==> config.mk <==
export PLATFORM = sky130hd
export DESIGN_NAME = mul_arb
export DESIGN_NICKNAME = d
export VERILOG_FILES = /design/src/rtl/mul_arb_pkg.sv /design/src/rtl/rr_arb2.sv /design/src/rtl/mul_arb.sv
export SDC_FILE = /design/constraint.sdc
export NUM_CORES = 1
export LEC_CHECK = 0
export BUFFER_PORTS_ARGS = -buffer_cell sky130_fd_sc_hd__buf_4
export CELL_PAD_IN_SITES_DETAIL_PLACEMENT = 0
export CELL_PAD_IN_SITES_GLOBAL_PLACEMENT = 2
export CORE_AREA = 2 2 257 259
export DETAILED_ROUTE_END_ITERATION = 16
export DIE_AREA = 0 0 259 261
export PLACE_DENSITY = 0.47
export SYNTH_ARGS = -nofsm -noshare
export SYNTH_HDL_FRONTEND = slang
export SYNTH_SLANG_ARGS = --single-unit
export TNS_END_PERCENT = 10
==> constraint.sdc <==
create_clock -name clk -period 2.9 [get_ports clk]
set_clock_uncertainty 0.15 [all_clocks]
set_input_delay 0.145 -clock clk [delete_from_list [all_inputs] [get_ports clk]]
set_output_delay 0.145 -clock clk [all_outputs]
set_load 0.01 [all_outputs]
==> src/rtl/mul_arb_pkg.sv <==
// Shared types for the multiplier arbiter: in-flight tag layout and the
// funct3 encoding that selects the low product half.
package mul_arb_pkg;

    typedef struct packed {
        logic vld;
        logic id;
        logic hi;
    } mul_tag_t;

    localparam logic [2:0] FUNCT3_MUL = 3'b000;

endpackage

==> src/rtl/rr_arb2.sv <==
// Two-way round-robin grant; combinational grant, registered last winner.
// Latency 0; the pointer only moves when the grant is actually issued.
module rr_arb2 (
    input  logic       clk,
    input  logic       reset,
    input  logic [1:0] req,
    input  logic       issue,
    output logic [1:0] gnt
);

    logic last_q;
    logic last_d;

    always_comb begin
        gnt[0] = req[0] & (~req[1] | last_q);
        gnt[1] = req[1] & (~req[0] | ~last_q);
        last_d = last_q;
        if (issue) begin
            last_d = gnt[1];
        end
    end

    always_ff @(posedge clk or posedge reset) begin
        if (reset) begin
            last_q <= 1'b1;
        end else begin
            last_q <= last_d;
        end
    end

endmodule

==> src/rtl/mul_arb.sv <==
// Arbitrates two requesters onto a shared pipelined multiplier, tags in-flight ops,
// returns the selected product half LAT cycles after issue; a blocked head stalls everything.
module mul_arb
    import mul_arb_pkg::*;
#(
    parameter int XLEN = 64,
    parameter int LAT  = 1
) (
    input  logic              clk,
    input  logic              reset,
    input  logic              Req0Valid,
    input  logic              Req1Valid,
    output logic              Req0Ready,
    output logic              Req1Ready,
    input  logic [XLEN-1:0]   Req0SrcA,
    input  logic [XLEN-1:0]   Req0SrcB,
    input  logic [XLEN-1:0]   Req1SrcA,
    input  logic [XLEN-1:0]   Req1SrcB,
    input  logic [2:0]        Req0Funct3,
    input  logic [2:0]        Req1Funct3,
    input  logic              Flush0,
    input  logic              Flush1,
    output logic [XLEN-1:0]   MulSrcA,
    output logic [XLEN-1:0]   MulSrcB,
    output logic [2:0]        MulFunct3,
    output logic              MulStall,
    input  logic [2*XLEN-1:0] MulProd,
    output logic              Rsp0Valid,
    output logic              Rsp1Valid,
    input  logic              Rsp0Ready,
    input  logic              Rsp1Ready,
    output logic [XLEN-1:0]   Rsp0Result,
    output logic [XLEN-1:0]   Rsp1Result
);

    logic [1:0]      req_vld, flush, rsp_rdy, elig, gnt, req_rdy;
    logic            stall, issue, issue_id;
    logic [XLEN-1:0] iss_a, iss_b, result;
    logic [2:0]      iss_f3;
    mul_tag_t        tag_q [LAT];
    mul_tag_t        tag_d [LAT];
    mul_tag_t        tag_f [LAT];
    mul_tag_t        head;

    assign req_vld = {Req1Valid, Req0Valid};
    assign flush   = {Flush1, Flush0};
    assign rsp_rdy = {Rsp1Ready, Rsp0Ready};
    assign elig    = req_vld & ~flush;

    // Flush kills matching tags in the same cycle, so a flushed head never stalls.
    always_comb begin
        for (int k = 0; k < LAT; k++) begin
            tag_f[k] = tag_q[k];
            if (flush[tag_q[k].id]) begin
                tag_f[k].vld = 1'b0;
            end
        end
        head  = tag_f[LAT-1];
        stall = head.vld & ~rsp_rdy[head.id];
    end

    rr_arb2 u_rr (
        .clk   (clk),
        .reset (reset),
        .req   (elig),
        .issue (issue),
        .gnt   (gnt)
    );

    always_comb begin
        req_rdy  = gnt & {2{~stall & ~reset}};
        issue    = |req_rdy;
        issue_id = req_rdy[1];
        iss_a    = '0;
        iss_b    = '0;
        iss_f3   = FUNCT3_MUL;
        if (req_rdy[1]) begin
            iss_a  = Req1SrcA;
            iss_b  = Req1SrcB;
            iss_f3 = Req1Funct3;
        end else if (req_rdy[0]) begin
            iss_a  = Req0SrcA;
            iss_b  = Req0SrcB;
            iss_f3 = Req0Funct3;
        end
    end

    always_comb begin
        for (int k = 0; k < LAT; k++) begin
            tag_d[k] = tag_f[k];
        end
        if (!stall) begin
            tag_d[0].vld = issue;
            tag_d[0].id  = issue_id;
            tag_d[0].hi  = (iss_f3 != FUNCT3_MUL);
            for (int k = 1; k < LAT; k++) begin
                tag_d[k] = tag_f[k-1];
            end
        end
    end

    always_ff @(posedge clk or posedge reset) begin
        if (reset) begin
            for (int k = 0; k < LAT; k++) begin
                tag_q[k] <= '0;
            end
        end else begin
            for (int k = 0; k < LAT; k++) begin
                tag_q[k] <= tag_d[k];
            end
        end
    end

    assign result     = head.hi ? MulProd[2*XLEN-1:XLEN] : MulProd[XLEN-1:0];
    assign Req0Ready  = req_rdy[0];
    assign Req1Ready  = req_rdy[1];
    assign MulSrcA    = iss_a;
    assign MulSrcB    = iss_b;
    assign MulFunct3  = iss_f3;
    assign MulStall   = stall;
    assign Rsp0Valid  = head.vld & ~head.id;
    assign Rsp1Valid  = head.vld & head.id;
    assign Rsp0Result = result;
    assign Rsp1Result = result;

endmodule

==> reports/qor.txt, run 1 <==
status -> complete, no violations
commonest non-fill, non-tap cell in the layout -> buf_4
crit path kind -> reg2out
initial antenna violation count -> 8
number of port buffers -> 661
row count -> 94
die area -> 0.06760 sq mm
TNS Setup -> 0 ps
Critical Path Max Stage Delay -> 390 ps
Post-Synthesis Cell Area -> 0.002808 sq mm
Pint -> 1.080 mW
worst min-delay path startpoint -> Rsp1Ready
Yosys Warn Count -> 0
clock sink count -> 4
arrival time at the worst endpoint -> 2300 ps
Max Fclk -> 385.3 MHz
Total GRT Usage -> 7.608%
hold crit path type -> in2reg
Seq cells post-synth -> 4
CTS tree -> done
fin crit period -> 2596 ps
CP Data Required Time -> 2610 ps
Final Wtd Congestion -> 0.7945
P_sw -> 0.5991 mW
CP startpoint -> head[1]$_DFFE_PP0N_
sequential power share -> 4.7%
synthesized net count -> 724
H-tree Lvls -> 1
layout overhead on the synthesized area -> 203.7%
Fin. Hold Viols -> 0
LEAKAGE -> 4.243 nW
grt total ovfl -> 0
layout cell share with drive strength beyond 1 -> 82.64%
Reg clk slew, reported paths -> 30 ps
WL final -> 29,310 um
post-route ant nets -> 0
final period utilization -> 89.51%
CP cell instances -> nor3b_1, o21a_1, nor3_4, buf_12, buf_12, a22o_1, buf_4
Bufs on Longest Clock Path -> 2
DR DRC count -> 0
Clock Latency Late Sink -> 230 ps
Clock Power Share -> 13.3%
routed vias/inst -> 2.949
Critical Path Sink Type -> output pin
sequential fraction of the synthesis area -> 3.610%
Cells after Synth -> 326
Max VDD drop -> 88.83 uV
Vias -> 5,255
FILL cells -> 7,464
Avg Cell Area, Syn -> 8.613 sq um
Worst path most repeated cell -> buf_12
Worst Path Max Fanout -> 58
number of global-route vias before repair -> 5,497
Setup-failing EPs final -> 0
Die Ht -> 261 um
core box area -> 0.06504 sq mm
power per standard cell area -> 196.9 mW/mm^2
TritonCTS buffer count -> 3
Die W -> 259 um
RSZ-0062 raised after global routing -> false
max-slew violation count -> 0
Nets -> 1,315
leading cell types in the layout, fill and taps excluded -> buf_4, a22o_1, mux2_2, buf_12
switching part of the total -> 35.68%
largest net degree at the start of global routing -> 59
Worst Tran Pin Value -> 434.7 ps
synth unique cells -> 27
Max Cap Violations -> 0
CTS resizes -> 0
CP max-delay cell -> dfrtp_1
Starting Density -> 4.317%
first drt pass iteration count -> 4
Worst setup SP type -> flop
Worst R2R Start -> head[1]$_DFFE_PP0N_
Max-Slew Margin vs Limit -> 71.02%
Root Driver -> clkbuf_16
Final Non-Filler Cells -> 1,782
IO Count -> 662
hpwl dp -> 26,500 um
Iter 0 DRT Violations -> 120
Wirelength per Cell -> 16.45 um
Comb pwr share -> 82.0%
Cells after DPL -> 1,773
first-pass GRT wire length -> 37,240 um
## synth_stat cells
cell,count,area share (%)
a21o_1,2,0.53
a21oi_1,1,0.18
a22o_1,129,40
a22oi_1,2,0.53
a2bb2oi_1,1,0.31
and3b_1,1,0.31
buf_1,1,0.13
buf_2,15,2.7
buf_4,73,20
clkbuf_1,11,1.5
dfrtp_1,3,2.7
dfstp_2,1,0.94
inv_1,2,0.27
mux2_2,64,26
nand2_1,1,0.13
nand2b_1,1,0.22
nor2_1,2,0.27
nor2_2,1,0.22
nor2b_1,1,0.22
nor3_1,2,0.36
nor3_4,1,0.58
nor3b_1,2,0.53
o211ai_1,1,0.27
o21a_1,2,0.53
o21ai_0,3,0.53
or2_2,1,0.22
or3_1,2,0.45
## path summary, 6_finish.rpt
kind                                      endpoint  slack, ps  cells past startpoint
setup / recovery                       MulSrcB[19]        300                      7
hold / removal                 head[1]$_DFFE_PP0N_         50                      3
setup reg to reg                tag_q[2]$_DFF_PP0_        920                      6
hold reg to reg            u_rr.last_q$_DFFE_PP1P_        380                      2
max in group asynchronous  u_rr.last_q$_DFFE_PP1P_       2080                      3
min in group asynchronous      head[1]$_DFFE_PP0N_        270                      3
## power groups by stage
stage	sequential (mW)	combinational, mW	clock [mW]
after floorplan	0.0697	0.561	0
after global placement	0.0793	1.41	0
after detailed placement	0.0792	1.39	0
after CTS	0.0787	1.40	0.225
after global routing	0.0802	1.47	0.231
final	0.0785	1.38	0.223
## state kept, by name, indices dropped and copies added, names as in the netlist
register,count
head,2
u_rr.last_q,1
tag_q,1
## per-layer routing
metal	vias to the layer above	global-route usage, %	wire length [um]
met2	420	15.70	16000
met4	6	1.252	560
met3	26	3.291	3744
met1	2394	6.802	8964
li1	2409	-	-
met5	-	0	34
## through the flow
stage / cell area, sq um / setup slack [ps] / hold slack, ps / power (mW) / util [%]
global route: 8521 / 171.9 / 62.46 / 1.779 / 13.10
detailed placement: 8404 / 511.7 / -46.63 / 1.473 / 12.92
finish: 8526 / 304.3 / 48.22 / 1.679 / 13.11
floorplan: 2808 / 1026 / -231.4 / 0.6309 / -
global placement: 8404 / 553.0 / -52.64 / 1.487 / 12.92
CTS: 8493 / 139.9 / 50.56 / 1.702 / 13.06
## cells by family (layout without fill, tap and decap cells)
| group | count (synthesis) | count (layout) | synth area share (%) |
|---|---|---|---|
| AO/OA/AOI/OAI | 141 | 141 | 43.14 |
| multiplexers | 64 | 64 | 25.67 |
| buffers and inverters | 102 | 692 | 24.06 |
| AND/OR/NAND/NOR | 15 | 15 | 3.521 |
| flip-flops | 4 | 4 | 3.610 |
| other | 0 | 2 | 0 |
## repair_timing
action / CTS / global route
endpoints found under the setup margin: 0 / 5
endpoints found under the hold margin: 4 / 0
buffers inserted: 0 / 2
hold buffers: 1 / 0
## final cells by class
| cell class | instances | area [sq um] | share of cell area (%) |
|---|---|---|---|
| multi-input combinational | 220 | 2036 | 23.88 |
| clock buffer | 4 | 78.83 | 0.9246 |
| antenna | 2 | 5.005 | 0.05870 |
| tap | 864 | 1081 | 12.68 |
| inverter | 2 | 7.507 | 0.08805 |
| sequential | 4 | 102.6 | 1.203 |
| timing repair buffer | 686 | 5215 | 61.17 |
## worst max-delay path, delay by kind of cell (launching register included)
kind            cells  cell delay [ps]
buf+inv             3              640
simple gates        2              380
compound gates      2              540
flops               1              390
Note: power is estimated with default switching activity, not from simulation.
==> run 2: changes to the inputs <==
==> constraint.sdc (replaced) <==
create_clock -name clk -period 2.6 [get_ports clk]
set_clock_uncertainty 0.15 [all_clocks]
set_input_delay 0.13 -clock clk [delete_from_list [all_inputs] [get_ports clk]]
set_output_delay 0.13 -clock clk [all_outputs]
set_load 0.01 [all_outputs]
==> run 2 against run 1 <==
Effect of this change: die area unchanged; sequential cell count unchanged; final cell count grew 0.34%; via count increased by 1.0%; critical path depth is the same; worst setup slack lost 140 ps; first-iteration DRC count rose by 36%; utilization grew 0.12 points.
==> reports/qor.txt, run 2 (synthesis results as in run 1) <==
Max-Slew Margin vs Limit -> 63.11%
hpwl dp -> 26,770 um
Final Wtd Congestion -> 0.7901
Max VDD drop -> 105.5 uV
Total GRT Usage -> 7.709%
Pwr Total -> 1.893 mW
CP cell instances -> nor3b_1, o21a_1, nor3_4, clkbuf_16, buf_12, a22o_1, buf_4
DR DRC count -> 0
die area -> 0.06760 sq mm
number of port buffers -> 661
fin area -> 0.008602 sq mm
Reg clk slew, reported paths -> 30 ps
Clock Latency Late Sink -> 230 ps
multi-input logic area -> 0.002036 sq mm
Bufs on Longest Clock Path -> 2
Setup-failing EPs final -> 0
core box area -> 0.06504 sq mm
Wirelength per Cell -> 16.87 um
Starting Density -> 4.317%
final setup margin -> 163.9 ps
Area after DPL -> 0.008454 sq mm
Max Fclk -> 410.5 MHz
Worst setup SP type -> flop
H-tree Lvls -> 1
Worst Path Max Fanout -> 27
commonest non-fill, non-tap cell in the layout -> buf_4
Critical Path Sink Type -> output pin
RSZ-0062 raised after global routing -> false
Root Driver -> clkbuf_16
LEAKAGE -> 4.289 nW
Cells after DPL -> 1,778
status -> complete, no violations
clock sink count -> 4
WL final -> 30,170 um
post-route ant nets -> 0
Vias -> 5,310
grt total ovfl -> 0
Final Non-Filler Cells -> 1,788
Nets -> 1,322
arrival time at the worst endpoint -> 2160 ps
routed vias/inst -> 2.970
Die Ht -> 261 um
row count -> 94
final period utilization -> 93.70%
register area -> 102.6 sq um
Setup WS pre-CTS -> 353.2 ps
CTS tree -> done
Iter 0 DRT Violations -> 163
CP max-delay cell -> dfrtp_1
Worst Tran Pin Value -> 553.3 ps
TritonCTS buffer count -> 3
layout overhead on the synthesized area -> 206.4%
crit path kind -> reg2out
Largest register FFs -> 2
IO Count -> 662
fin crit period -> 2436 ps
number of global-route vias before repair -> 5,635
max-slew violation count -> 0
largest net degree at the start of global routing -> 51
CP Data Required Time -> 2320 ps
first drt pass iteration count -> 4
FILL cells -> 7,491
first-pass GRT wire length -> 37,670 um
Fin. Hold Viols -> 0
Max Cap Violations -> 0
leading cell types in the layout, fill and taps excluded -> buf_4, a22o_1, mux2_2, clkbuf_16, buf_12
initial antenna violation count -> 11
hold crit path type -> in2reg
power per standard cell area -> 220.1 mW/mm^2
Die W -> 259 um
Critical Path Max Stage Delay -> 390 ps
layout cell share with drive strength beyond 1 -> 82.77%
TNS Setup -> 0 ps
==> run 2: cell count changes in the layout (fill, tap and decap cells not counted) <==
cell,previous run,this run
clkbuf_16,3,5
buf_4,680,685
buf_6,0,1
buf_12,5,4
diode_2,2,1
==> run 2: what timing repair did <==
action                                  4_1_cts  5_1_grt
setup buffers                                 0        2
endpoints found under the setup margin        0       18
hold endpoints to repair                      4        0
hold buffers                                  1        0
gates resized for setup                       0        1
==> run 2: worst max-delay path, delay by kind of cell, from the launching register on <==
family	cells	cell delay [ps]
AO/OA/AOI/OAI	2	480
buffers and inverters	3	580
flip-flops	1	390
AND/OR/NAND/NOR	2	420
==> run 2: worst paths after layout <==
check | from | cells past startpoint | slack (ps) | endpoint
max | head[1]$_DFFE_PP0N_ | 7 | 160 | MulSrcB[19]
min | Rsp1Ready | 3 | 40 | head[1]$_DFFE_PP0N_
max reg2reg | head[1]$_DFFE_PP0N_ | 6 | 570 | tag_q[2]$_DFF_PP0_
min reg2reg | u_rr.last_q$_DFFE_PP1P_ | 2 | 380 | u_rr.last_q$_DFFE_PP1P_
max in group asynchronous | reset | 3 | 1820 | u_rr.last_q$_DFFE_PP1P_
min in group asynchronous | reset | 3 | 250 | tag_q[2]$_DFF_PP0_
==> run 2: where the power goes <==
group / total (mW) / leakage, nW / switching (mW) / internal [mW]
Sequential: 0.0894 / 0.0488 / 0.0169 / 0.0725
Clock: 0.249 / 0.0382 / 0.0459 / 0.203
Combinational: 1.55 / 4.20 / 0.613 / 0.942
Total: 1.89 / 4.29 / 0.676 / 1.22
==> run 2: cell type report <==
cell class                      count  share of cell area (%)
Timing Repair Buffer              693                   61.54
Multi-Input combinational cell    220                   23.67
Tap cell                          864                   12.57
Sequential cell                     4                   1.193
Clock buffer                        4                  0.9164
Inverter                            2                 0.08727
Antenna cell                        1                 0.02909
==> run 2: metrics by stage <==
step / util (%) / hold WS, ps
after floorplan: - / -246.4
after global placement: 13.00 / -67.97
after detailed placement: 13.00 / -76.79
after CTS: 13.14 / 42.60
after global routing: 13.22 / 55.14
final: 13.23 / 38.46
==> run 2: per-layer routing <==
layer | up-vias | GRT usage [%] | part of all wire [%]
li1 | 2422 | - | -
met1 | 2440 | 6.539 | 31
met2 | 400 | 16.12 | 55
met3 | 32 | 3.755 | 13
met4 | 16 | 1.076 | 1.1
met5 | - | 0 | 0.32
